===== config.mk =====
export PLATFORM = sky130hd
export DESIGN_NAME = program_counter
export DESIGN_NICKNAME = d
export VERILOG_FILES = /design/src/rtl/pc_pkg.sv /design/src/rtl/pc_stack.sv /design/src/rtl/program_counter.sv
export SDC_FILE = /design/constraint.sdc
export NUM_CORES = 1
export LEC_CHECK = 0
export CAP_MARGIN = 10
export CORE_MARGIN = 2
export CORE_UTILIZATION = 43
export DETAILED_ROUTE_END_ITERATION = 10
export GPL_TIMING_DRIVEN = 0
export PLACE_DENSITY = 0.79
export SETUP_SLACK_MARGIN = 0.5
export SYNTH_ARGS = -nofsm -noshare
export SYNTH_HDL_FRONTEND = slang
export SYNTH_SLANG_ARGS = --single-unit

===== constraint.sdc =====
create_clock -name Clk -period 1.8 [get_ports Clk]
set_input_delay 0.18 -clock Clk [delete_from_list [all_inputs] [get_ports Clk]]
set_output_delay 0.18 -clock Clk [all_outputs]
set_load 0.05 [all_outputs]

===== src/rtl/pc_pkg.sv =====
// pc_pkg: shared operation encoding and default parameters for program_counter
package pc_pkg;
  typedef enum logic [2:0] {OP_HOLD, OP_INC, OP_LD, OP_CALL, OP_RET} pc_op_e;
  localparam int PC_DATA_WIDTH   = 16;
  localparam int PC_INC_STEP     = 1;
  localparam int PC_STACK_DEPTH  = 4;
  localparam int PC_RESET_VECTOR = 0;
endpackage


===== src/rtl/pc_stack.sv =====
// pc_stack: LIFO return stack; ports clk/rst, push/pop/push_data in, top/count/full/empty out
module pc_stack #(
  parameter int DataWidth  = 16,
  parameter int StackDepth = 4
) (
  input  logic                            clk,
  input  logic                            rst,
  input  logic                            push,
  input  logic                            pop,
  input  logic [DataWidth-1:0]            push_data,
  output logic [DataWidth-1:0]            top,
  output logic [$clog2(StackDepth+1)-1:0] count,
  output logic                            full,
  output logic                            empty
);
  localparam int CW = $clog2(StackDepth + 1);
  localparam int IW = $clog2(StackDepth);
  logic [DataWidth-1:0] mem_q [StackDepth];
  logic [CW-1:0]        count_d, count_q;
  logic [IW-1:0]        top_idx;
  always_comb begin
    full    = count_q == CW'(StackDepth);
    empty   = count_q == '0;
    top_idx = IW'(count_q - 1'b1);
    top     = empty ? '0 : mem_q[top_idx];
    count_d = push && !full ? count_q + 1'b1 : pop && !empty ? count_q - 1'b1 : count_q;
  end
  always_ff @(posedge clk or posedge rst)
    if (rst) count_q <= '0;
    else count_q <= count_d;
  always_ff @(posedge clk)
    if (push && !full) mem_q[IW'(count_q)] <= push_data;
  assign count = count_q;
endmodule


===== src/rtl/program_counter.sv =====
// program_counter: PC with Ret>Call>LD>Inc priority; ports Clk/Reset/LD/Inc/Call/Ret/DIn in, DOut/Full/Empty/Err out; return stack only with PC_STACK_EN
module program_counter
  import pc_pkg::*;
#(
  parameter int DataWidth   = PC_DATA_WIDTH,
  parameter int IncStep     = PC_INC_STEP,
  parameter int StackDepth  = PC_STACK_DEPTH,
  parameter int ResetVector = PC_RESET_VECTOR
) (
  input  logic                 Clk,
  input  logic                 Reset,
  input  logic                 LD,
  input  logic                 Inc,
  input  logic                 Call,
  input  logic                 Ret,
  input  logic [DataWidth-1:0] DIn,
  output logic [DataWidth-1:0] DOut,
  output logic                 Full,
  output logic                 Empty,
  output logic                 Err
);
  pc_op_e               op;
  logic [DataWidth-1:0] dout_d, dout_q, next_addr;
  if (StackDepth < 2) begin : g_bad_depth
    $error("StackDepth must be at least 2");
  end
  always_comb op = Ret ? OP_RET : Call ? OP_CALL : LD ? OP_LD : Inc ? OP_INC : OP_HOLD;
  assign next_addr = dout_q + DataWidth'(IncStep);
`ifdef PC_STACK_EN
  logic                            push, pop, err_d, err_q, stk_full, stk_empty;
  logic [DataWidth-1:0]            stk_top;
  logic [$clog2(StackDepth+1)-1:0] stk_count;
  always_comb begin
    push   = op == OP_CALL && !stk_full;
    pop    = op == OP_RET && !stk_empty;
    err_d  = (op == OP_CALL && stk_full) || (op == OP_RET && stk_empty);
    dout_d = op == OP_RET  ? (stk_empty ? dout_q : stk_top) :
             op == OP_CALL ? (stk_full ? dout_q : DIn) :
             op == OP_LD   ? DIn :
             op == OP_INC  ? next_addr : dout_q;
  end
  pc_stack #(.DataWidth(DataWidth), .StackDepth(StackDepth)) u_stack (
    .clk(Clk), .rst(Reset), .push(push), .pop(pop), .push_data(next_addr),
    .top(stk_top), .count(stk_count), .full(stk_full), .empty(stk_empty)
  );
  always_ff @(posedge Clk or posedge Reset)
    if (Reset) err_q <= 1'b0;
    else err_q <= err_d;
  assign Full  = stk_full;
  assign Empty = stk_empty;
  assign Err   = err_q;
`else
  always_comb
    dout_d = op == OP_CALL || op == OP_LD ? DIn : op == OP_INC ? next_addr : dout_q;
  assign Full  = 1'b0;
  assign Empty = 1'b1;
  assign Err   = 1'b0;
`endif
  always_ff @(posedge Clk or posedge Reset)
    if (Reset) dout_q <= DataWidth'(ResetVector);
    else dout_q <= dout_d;
  assign DOut = dout_q;
endmodule


==> summary.txt <==
Power and ir drop
  • Psw: 543.9 uW
  • Combinational power share: 0.471
  • Total Power: about 1.3 mW
  • Worst VDD drop: 576.7 uV
  • Sequential share of power: 0.360
  • Int Pwr: 732.7 uW
  • P per Cell Area: 711.5 nW/um2
  • Sw frac: 0.4261
  • Pleak: 0.7409 nW
  • Clock share of power: 0.169

STA
  • Slew @ Worst Pin: 0.6565 ns
  • Max_slew headroom: 0.5619
  • Tmin final: 1.536 ns
  • Unrepaired setup endpoints after global routing: true
  • Final hold violations: 0
  • Slew Limit Fails: 0
  • Endpoints failing setup: 0
  • Peak Freq: 0.6511 GHz
  • Period utilisation layout: 0.8533
  • Clock skew: 0.004961 ns

Final layout
  • Most common cell after layout, fill and taps aside: buf_4
  • Final #Nets: approximately 210
  • Post-layout util: 0.7958
  • Most frequent cells in the layout: buf_4 (19), clkdlybuf4s50_1 (17), buf_2 (13), dfrtp_2 (10)
  • Fraction of layout cells with a size suffix above 1: 0.4348
  • Final instance area: 1794 um2
  • Syn-to-layout area delta: 73.19%
  • Ant diodes: 0
  • Largest register FFs: 16

Clocking
  • Clock root buffer: clkbuf_4
  • Longest Clk Path Bufs: 2
  • Clk slew on worst S/H paths: 0.11 ns
  • CTS sink count: 16
  • Worst-Skew Late Latency: about 0.30 ns
  • CTS Buf Count: 3
  • Hold-fix buffers, CTS: 0
  • H-tree levels: 1
  • CTS tree: built

Die
  • Row count: 17
  • Core area: 2255 um2
  • Die Wd: between 50 and 60 um
  • Top-Level Pins: 41
  • Initial Util: 0.4595
  • Die Y: 53.09 um
  • Die ar.: 2818 um2

Setup path
  • CP Max Fanout: 3
  • Worst Setup Start Kind: flop
  • Worst r2r dst: DOut[15]
  • CP cell instances: nand4_4 -> or3_4 -> or4_4 -> nand3_2
  • R2R cell count: 4
  • Critical path's slowest cell: or4_4
  • Crit path DAT: ~1.8 ns
  • Top Family by Delay on Critical Path: simple AND/OR/NAND/NOR gates
  • RR Startpoint: DOut[2]
  • Buf/Inv on CP: 0
  • Longest individual stage delay on the worst path: roughly 0.48 ns
  • Worst path required time: about 2.0 ns
  • Worst Setup Path Type: flop to flop
  • R2R setup slack: between 0.2 and 0.3 ns
  • Critical path endpoint category: flop

Route
  • ANT nets after route: 0
  • Post-route DRC: 0
  • Vias: approximately 1,300
  • Post-DR vias/cell: 5.910
  • 1st-pass router iterations: 4
  • WL final: 3.622 mm
  • Wirelength per Cell: 17.08 um
  • Initial DRC Count: 30

Logic synthesis
  • Largest family of logic cells by synthesized area: simple AND/OR/NAND/NOR gates
  • Fraction of the mapped netlist area in adder cells: 0.01208
  • Post-synthesis sequential area ratio: 0.3865
  • Netlist cell types: 39
  • Avg Inst Size Synth: 8.562 um2
  • Post-Syn Instances: around 120
  • YS warnings: 0
  • Synth Flop Type: dfrtp_1
  • Fraction of the mapped netlist area in simple logic gates: 0.2657
  • Synth async-reset ratio: 1.000
  • Compound-Gate Fraction of Synth Area: 0.2355
  • Mux cell area share after synthesis: 0
  • Synth Area in XOR/XNOR: 0.03382
  • #FFs+latches synth: 16
  • Count of flip-flops with a built-in enable after synthesis: 0
  • Synth Cell Area: between 1000 and 1500 um2

Outcome
  • Outcome: finished, final reports clean

Global route
  • Vias in the first global route: ~1,200
  • GR Overflow Total: 0
  • Largest net degree at the start of global routing: 17
  • GRT Util Overall: 0.2936
  • Initial antenna violation count: 0
  • First-pass GRT wire length: 5.961 mm

Place
  • Routability cong.: between 0.7 and 0.8
  • DP Area: 1468 um2
  • DP HPWL: roughly 2.1 mm
  • I/O Buffers: 36

Run
  • MaxCap Viol Count: 0

Hold path
  • Hold WC Path Type: input pin to asynchronous set/reset pin
-- worst max-delay path by stage --
stage | startpoint | end | depth (start not counted)
CTS | DOut[6] | DOut[15] | 4
global placement | Ret | DOut[15] | 5
detailed placement | Ret | DOut[15] | 5
finish | DOut[2] | DOut[15] | 4
floorplan | DOut[0] | DOut[15] | 4
global route | DOut[0] | DOut[13] | 4
-- stage by stage --
| step | hold WS [ns] | cells | setup WS [ns] | TNS, ns |
|---|---|---|---|---|
| 3_3_place_gp | 0.5468 | 186 | -0.1891 | -0.9516 |
| 3_5_place_dp | 0.5680 | 186 | -0.2063 | -1.317 |
| 4_1_cts | 0.3200 | 210 | 0.2495 | 0 |
| 2_1_floorplan | 0.09306 | 122 | 0.07633 | 0 |
| 5_1_grt | 0.3409 | 212 | 0.1807 | 0 |
| 6_report | 0.2807 | 212 | 0.2641 | 0 |
-- layer usage --
metal	global-route usage	up-vias	share of wire
li1	-	580	-
met1	0.3640	594	0.40
met2	0.4917	62	0.49
met3	0.05367	17	0.064
met4	0.1325	0	0.038
met5	0	-	0
-- kinds of logic after synthesis --
group	count (synthesis)
AO/OA/AOI/OAI	36
XOR/XNOR	4
adder cells (fa/ha/maj)	1
buffers and inverters	13
flip-flops	16
other	2
AND/OR/NAND/NOR	49
-- cells in the mapped netlist (5+ instances only) --
cell	count	area [um2]
dfrtp_1	16	400.4
nand2_1	10	37.54
a21oi_1	9	45.04
nor2_1	8	30.03
o21ai_0	7	35.03
nand3_1	5	25.02
nor3_1	5	25.02
-- timing repair --
item,CTS,global route
gates resized for setup,101,28
pin swaps,19,11
endpoints found under the setup margin,32,23
buffers inserted,20,2
-- power groups by stage --
stage	Sequential [mW]	Clock [mW]	Combinational, mW
5_1_grt	0.466	0.228	0.636
6_report	0.459	0.215	0.602
3_5_place_dp	0.487	0	0.465
4_1_cts	0.457	0.211	0.567
3_3_place_gp	0.484	0	0.459
2_1_floorplan	0.632	0	0.144
-- layout make-up --
type	instances	area (um2)
Buffer	9	60.06
Sequential cell	16	412.9
Clock buffer	4	26.28
Fill cell	158	460.4
Multi-Input combinational cell	93	744.5
Tap cell	28	35.03
Timing Repair Buffer	58	500.5
Inverter	4	15.01
Note: power is estimated with default switching activity, not from simulation.
==> RTL change 1, RTL diff (same flow settings) <==
The package constant `PC_DATA_WIDTH` goes from 16 to 32.
--- a/src/rtl/pc_pkg.sv
+++ b/src/rtl/pc_pkg.sv
@@ -2,5 +2,5 @@
 package pc_pkg;
   typedef enum logic [2:0] {OP_HOLD, OP_INC, OP_LD, OP_CALL, OP_RET} pc_op_e;
-  localparam int PC_DATA_WIDTH   = 16;
+  localparam int PC_DATA_WIDTH   = 32;
   localparam int PC_INC_STEP     = 1;
   localparam int PC_STACK_DEPTH  = 4;
Interface: changed (resized DIn and DOut); port bits go from 41 to 73. No check against the original RTL was run, so the function may have changed too.
==> RTL change 1 against the unedited design <==
The flow now finishes with violations (setup timing). Final area is 110% higher. Sequential cell count is 16 higher. Sequential share of layout area is 1.4 points lower. Synthesized area is 110% higher. Setup slack worse by 0.34 ns. First-iteration DRC count grew to 14 times the old value. Wire length grew to 2.8 times the old value. Total power is 120% higher. Critical path type unchanged. Largest cell class unchanged. Highest routed layer unchanged.
==> RTL change 1: results (changes against the unedited design) <==
** Run status
- The flow ran to the end, but the final reports show violations.
- The final reports fail on setup timing.

** Drt
- Total length of routed wires :: 10100 µm (+180%)
- The total met3 wirelength after detailed routing was 1180 µm (+410%).
- The post-route met1 wirelength is 3690 µm (+150%).
- Pre-antenna DRT Iters :: 7 (+3)

** Final layout
- Clock network area share :: 2.08% (+0.62 points)
- Clk_buf instances :: 8 (+4)
- Non-clock inverter count :: 5 (+1)
- Layout cell share with drive strength beyond 1 :: 47.8% (+4.3 points)
- The number of flip-flops in the largest register came to 32 (+16).
- The final layout net count was 429 (+110%).
- Layout filler cell count :: 298 (+89%)

** Worst setup path
- The cell count of the worst reg-to-reg path is 5 (+1).
- Worst setup path endpoint :: DOut[23]
- Among all stages on the critical path, the largest delay is contributed by nor4_4.
- The critical-path maximum fanout came to 4 (+1).

** GRT
- The met1 usage in global routing came to 39.3% (+2.9 points).
- The global-route track usage on met2 was 51.4% (+2.2 points).
- Via count of the first global-routing pass :: 2632 (+110%)
- The largest net degree at the start of global routing was 20 (+3).

** STA
- The smallest setup slack after layout is -0.0784 ns (-0.342 ns).
- The number of setup violations in the final report came to 5 (+5).
- Transition time at the pin with the least slew margin :: 0.705 ns (+0.0482 ns)

** Place
- The post-DP HPWL came to 5050 µm (+140%).

** Synthesis
- Top cell types by occurrence after synthesis :: 32 x dfrtp_1, 24 x a21oi_1, 22 x nand2_1, 14 x nor2_1, 13 x o21ai_0
- Sorting the synthesized cells by area gives the leading types as dfrtp_1 37%, a21oi_1 5.6%, nand2_1 3.8%.
- The number of distinct library cell variants in the gate-level netlist after synthesis is 52 (+33%).
- Sequential area share after synthesis :: 37.1% (-1.5 points)

** Pwr
- The switching power of the nets is 1.19 mW (+120%).
- Sequential share of power :: 35.3% (-0.7 points)
- Maximum ir drop on the vdd rail :: 466 µV (-19%)

** Clocking
- The post-CTS clock slew at the launch and capture registers of the worst setup and hold paths was 0.08 ns (-0.03 ns).
RTL change 1: logic make-up (layout without fill, tap and decap cells):
| logic type | Yosys count | in the layout | share of synthesized area, % |
|---|---|---|---|
| compound gates | 77 | 77 | 22.7 |
| xor+xnor | 10 | 10 | 4.06 |
| fa+ha+maj | 1 | 1 | 0.580 |
| buf+inv | 24 | 161 | 5.28 |
| flops | 32 | 32 | 37.1 |
| mux | 1 | 1 | 0.464 |
| other cells | 2 | 3 | 0.348 |
| simple gates | 106 | 106 | 29.5 |
RTL change 1: stage by stage:
step / setup slack (ns) / power (mW) / area, µm² / instances / TNS [ns]
CTS: 0.0556 / 2.60 / 3630 / 443 / 0
finish: -0.0784 / 2.77 / 3850 / 458 / -0.160
detailed placement: -0.558 / 1.93 / 3030 / 390 / -8.28
floorplan: -0.0635 / 1.55 / 2230 / 254 / -0.289
global placement: -0.572 / 1.91 / 3000 / 389 / -7.80
global route: -0.0783 / 2.84 / 3850 / 458 / -0.610
==> RTL change 2, RTL diff (same settings) <==
Without the edit above. Add a define of `PC_STACK_EN`.
--- a/src/rtl/program_counter.sv
+++ b/src/rtl/program_counter.sv
@@ -1,3 +1,5 @@
 // program_counter: PC with Ret>Call>LD>Inc priority; ports Clk/Reset/LD/Inc/Call/Ret/DIn in, DOut/Full/Empty/Err out; return stack only with PC_STACK_EN
+`define PC_STACK_EN
+
 module program_counter
   import pc_pkg::*;
Behaviour: not the same (Yosys sat finds a counterexample within 4 cycles, from zero or initial values and one cycle with Reset high).
==> RTL change 2 against the unedited design <==
Final area increased to 3.3 times the old value. Total power increased to 8.4 times the old value. Synthesized area increased to 3.9 times the old value. Setup slack got worse by 0.43 ns. Non-clock buffer count increased by 45. The run now ends with setup timing left. Critical path depth increased by 6. Clock skew increased by 0.011 ns. Fmax decreased by 22%. Via count increased to 2.6 times the old value. First-iteration DRC count increased to 14 times the old value. Cell count increased by 140%. Worst hold slack improved by 0.0067 ns. Wire length increased to 3.3 times the old value. Highest routed layer unchanged. Sequential cell count increased by 68. Critical path type unchanged.
==> RTL change 2: results (changes against the unedited design) <==
** STA
- Clock skew after layout :: 0.0158 ns (+0.0108 ns)
- The smallest setup slack after layout was -0.167 ns (-0.431 ns).
- The headroom to the max-slew limit is 42.1% (-14 points).
- Setup violation total in the final timing report :: 47 (+47)
- Sum Neg Setup Slack :: -2.28 ns (-2.28 ns)

** Clocking
- Total clock buffers created by CTS :: 9 (+6)
- Clock latency on the worst-skew pair :: 0.37 ns (+0.07 ns)
- Clock-pin slew of the registers on the worst-case setup and hold paths :: 0.09 ns (-0.02 ns)

** Pwr
- The worst-case vdd ir drop came to 814 µV (+41%).
- The leakage power was 2.23 nW (+200%).

** Drt
- Total via count after detailed routing :: 3212 (+160%)
- Pre-antenna DRT Iters :: 5 (+1)
- Routed wirelength normalized by instance count :: 23.4 µm (+37%)
- The number of DRC violations after detailed-routing iteration 0 is 405 (+1300%).

** GRT
- The via count of the first global-routing pass came to 3056 (+150%).
- The largest net degree at the start of global routing came to 21 (+4).
- The total global-route track usage is 23.5% (-5.9 points).

** Final layout
- The share of cells above drive strength 1 is 48.3% (+4.8 points).
- The number of flip-flops in the largest register came to 64 (+48).
- Count of nets after finishing :: 425 (+100%)
- The count of fill cells added during filler insertion is 613 (+290%).

** Synthesis
- Number of enable-type register cells in the synthesized netlist :: 64 (+64)
- Distinct cells, synth :: 50 (+28%)
- Sorting the synthesized cells by area gives the leading types as edfxtp_1 48%, dfrtp_1 12%, mux4_2 9.0%.
- Sequential area share after synthesis :: 60.5% (+22 points)
- Prevailing post-synth register cell :: edfxtp_1
- The share of async-settable or async-resettable flops after synthesis came to 23.8% (-76 points).

** Worst setup path
- Worst setup path endpoint :: DOut[10]
- Startpoint of the lowest-slack register-to-register path :: u_stack.count[0]
- The reg2reg setup slack came to -0.17 ns (-0.43 ns).
- The critical-path maximum fanout is 6 (+3).
- The arrival time at the worst endpoint is 2.21 ns (+0.43 ns).
- Capturing point of the worst reg2reg path :: DOut[10]
- The cell count of the worst reg-to-reg path is 10 (+6).

** Run status
- The final reports fail on setup timing.
- Status :: finished, violations left

** Place
- Gp weighted congestion :: 0.819 (+4.0%)
## RTL change 2: worst min-delay path by stage
| stage | end | start | slack (ns) |
|---|---|---|---|
| after floorplan | DOut[10] | Reset | 0.14 |
| after global placement | DOut[15] | DOut[15] | 0.56 |
| after detailed placement | DOut[15] | DOut[15] | 0.57 |
| after CTS | u_stack.count[1] | Reset | 0.32 |
| after global routing | DOut[2] | Reset | 0.37 |
| final | u_stack.count[1] | Reset | 0.29 |
## RTL change 2: metrics by stage
step                std cells  util (%)  hold slack (ns)  setup slack [ns]  area [µm²]
finish                    513      64.6            0.287            -0.167        5910
CTS                       494      60.4            0.321            -0.151        5530
global route              513      64.6            0.371            -0.194        5910
floorplan                 291         -            0.143            -0.122        4210
detailed placement        442      51.9            0.568            -0.390        4750
global placement          442      51.9            0.561            -0.367        4750
## RTL change 2: logic make-up (layout without fill, tap and decap cells)
logic type,Yosys count,count (layout),synth area share [%]
xor+xnor,15,15,3.28
simple gates,77,78,10.3
compound gates,63,63,11.3
buf+inv,30,140,3.75
mux,16,16,9.00
fa+ha+maj,6,6,1.87
flops,84,84,60.5
## RTL change 2: worst max-delay path, stage by stage (launching register included)
cell and delay [ns]:
dfrtp_1 0.41, buf_8 0.13, buf_12 0.12, inv_8 0.04, ha_4 0.20, clkbuf_16 0.17, buf_12 0.14, mux4_2 0.29
nand2_1 0.09, o311a_1 0.15, o22ai_1 0.08
## RTL change 2: repair_timing
action | CTS | global route
cloned | 3 | 0
hold endpoints to repair | 0 | 0
pin swaps | 24 | 19
setup buffers | 33 | 19
resized for setup | 161 | 64
endpoints found under the setup margin | 143 | 139
## RTL change 2: per-layer routing
layer	part of all wire (%)	GRT usage (%)	up-vias
met5	0	0	-
met4	3.3	6.95	0
met3	7.7	5.06	49
met2	49	38.2	208
met1	40	32.0	1616
li1	-	-	1339
## RTL change 2: final cells by class
type | instances | share of cell area (%)
Tap cell | 111 | 2.35
Buffer | 18 | 3.39
Clock buffer | 13 | 2.35
Inverter | 12 | 0.952
Sequential cell | 84 | 41.3
Clock inverter | 3 | 0.635
Multi-Input combinational cell | 178 | 31.7
Timing Repair Buffer | 94 | 17.3
## RTL change 2: where the power goes
part	switching (mW)	internal [mW]	total [mW]
sequential	0.427	2.79	3.22
combinational	3.17	3.08	6.24
clock	0.645	0.636	1.28
total	4.24	6.51	10.7
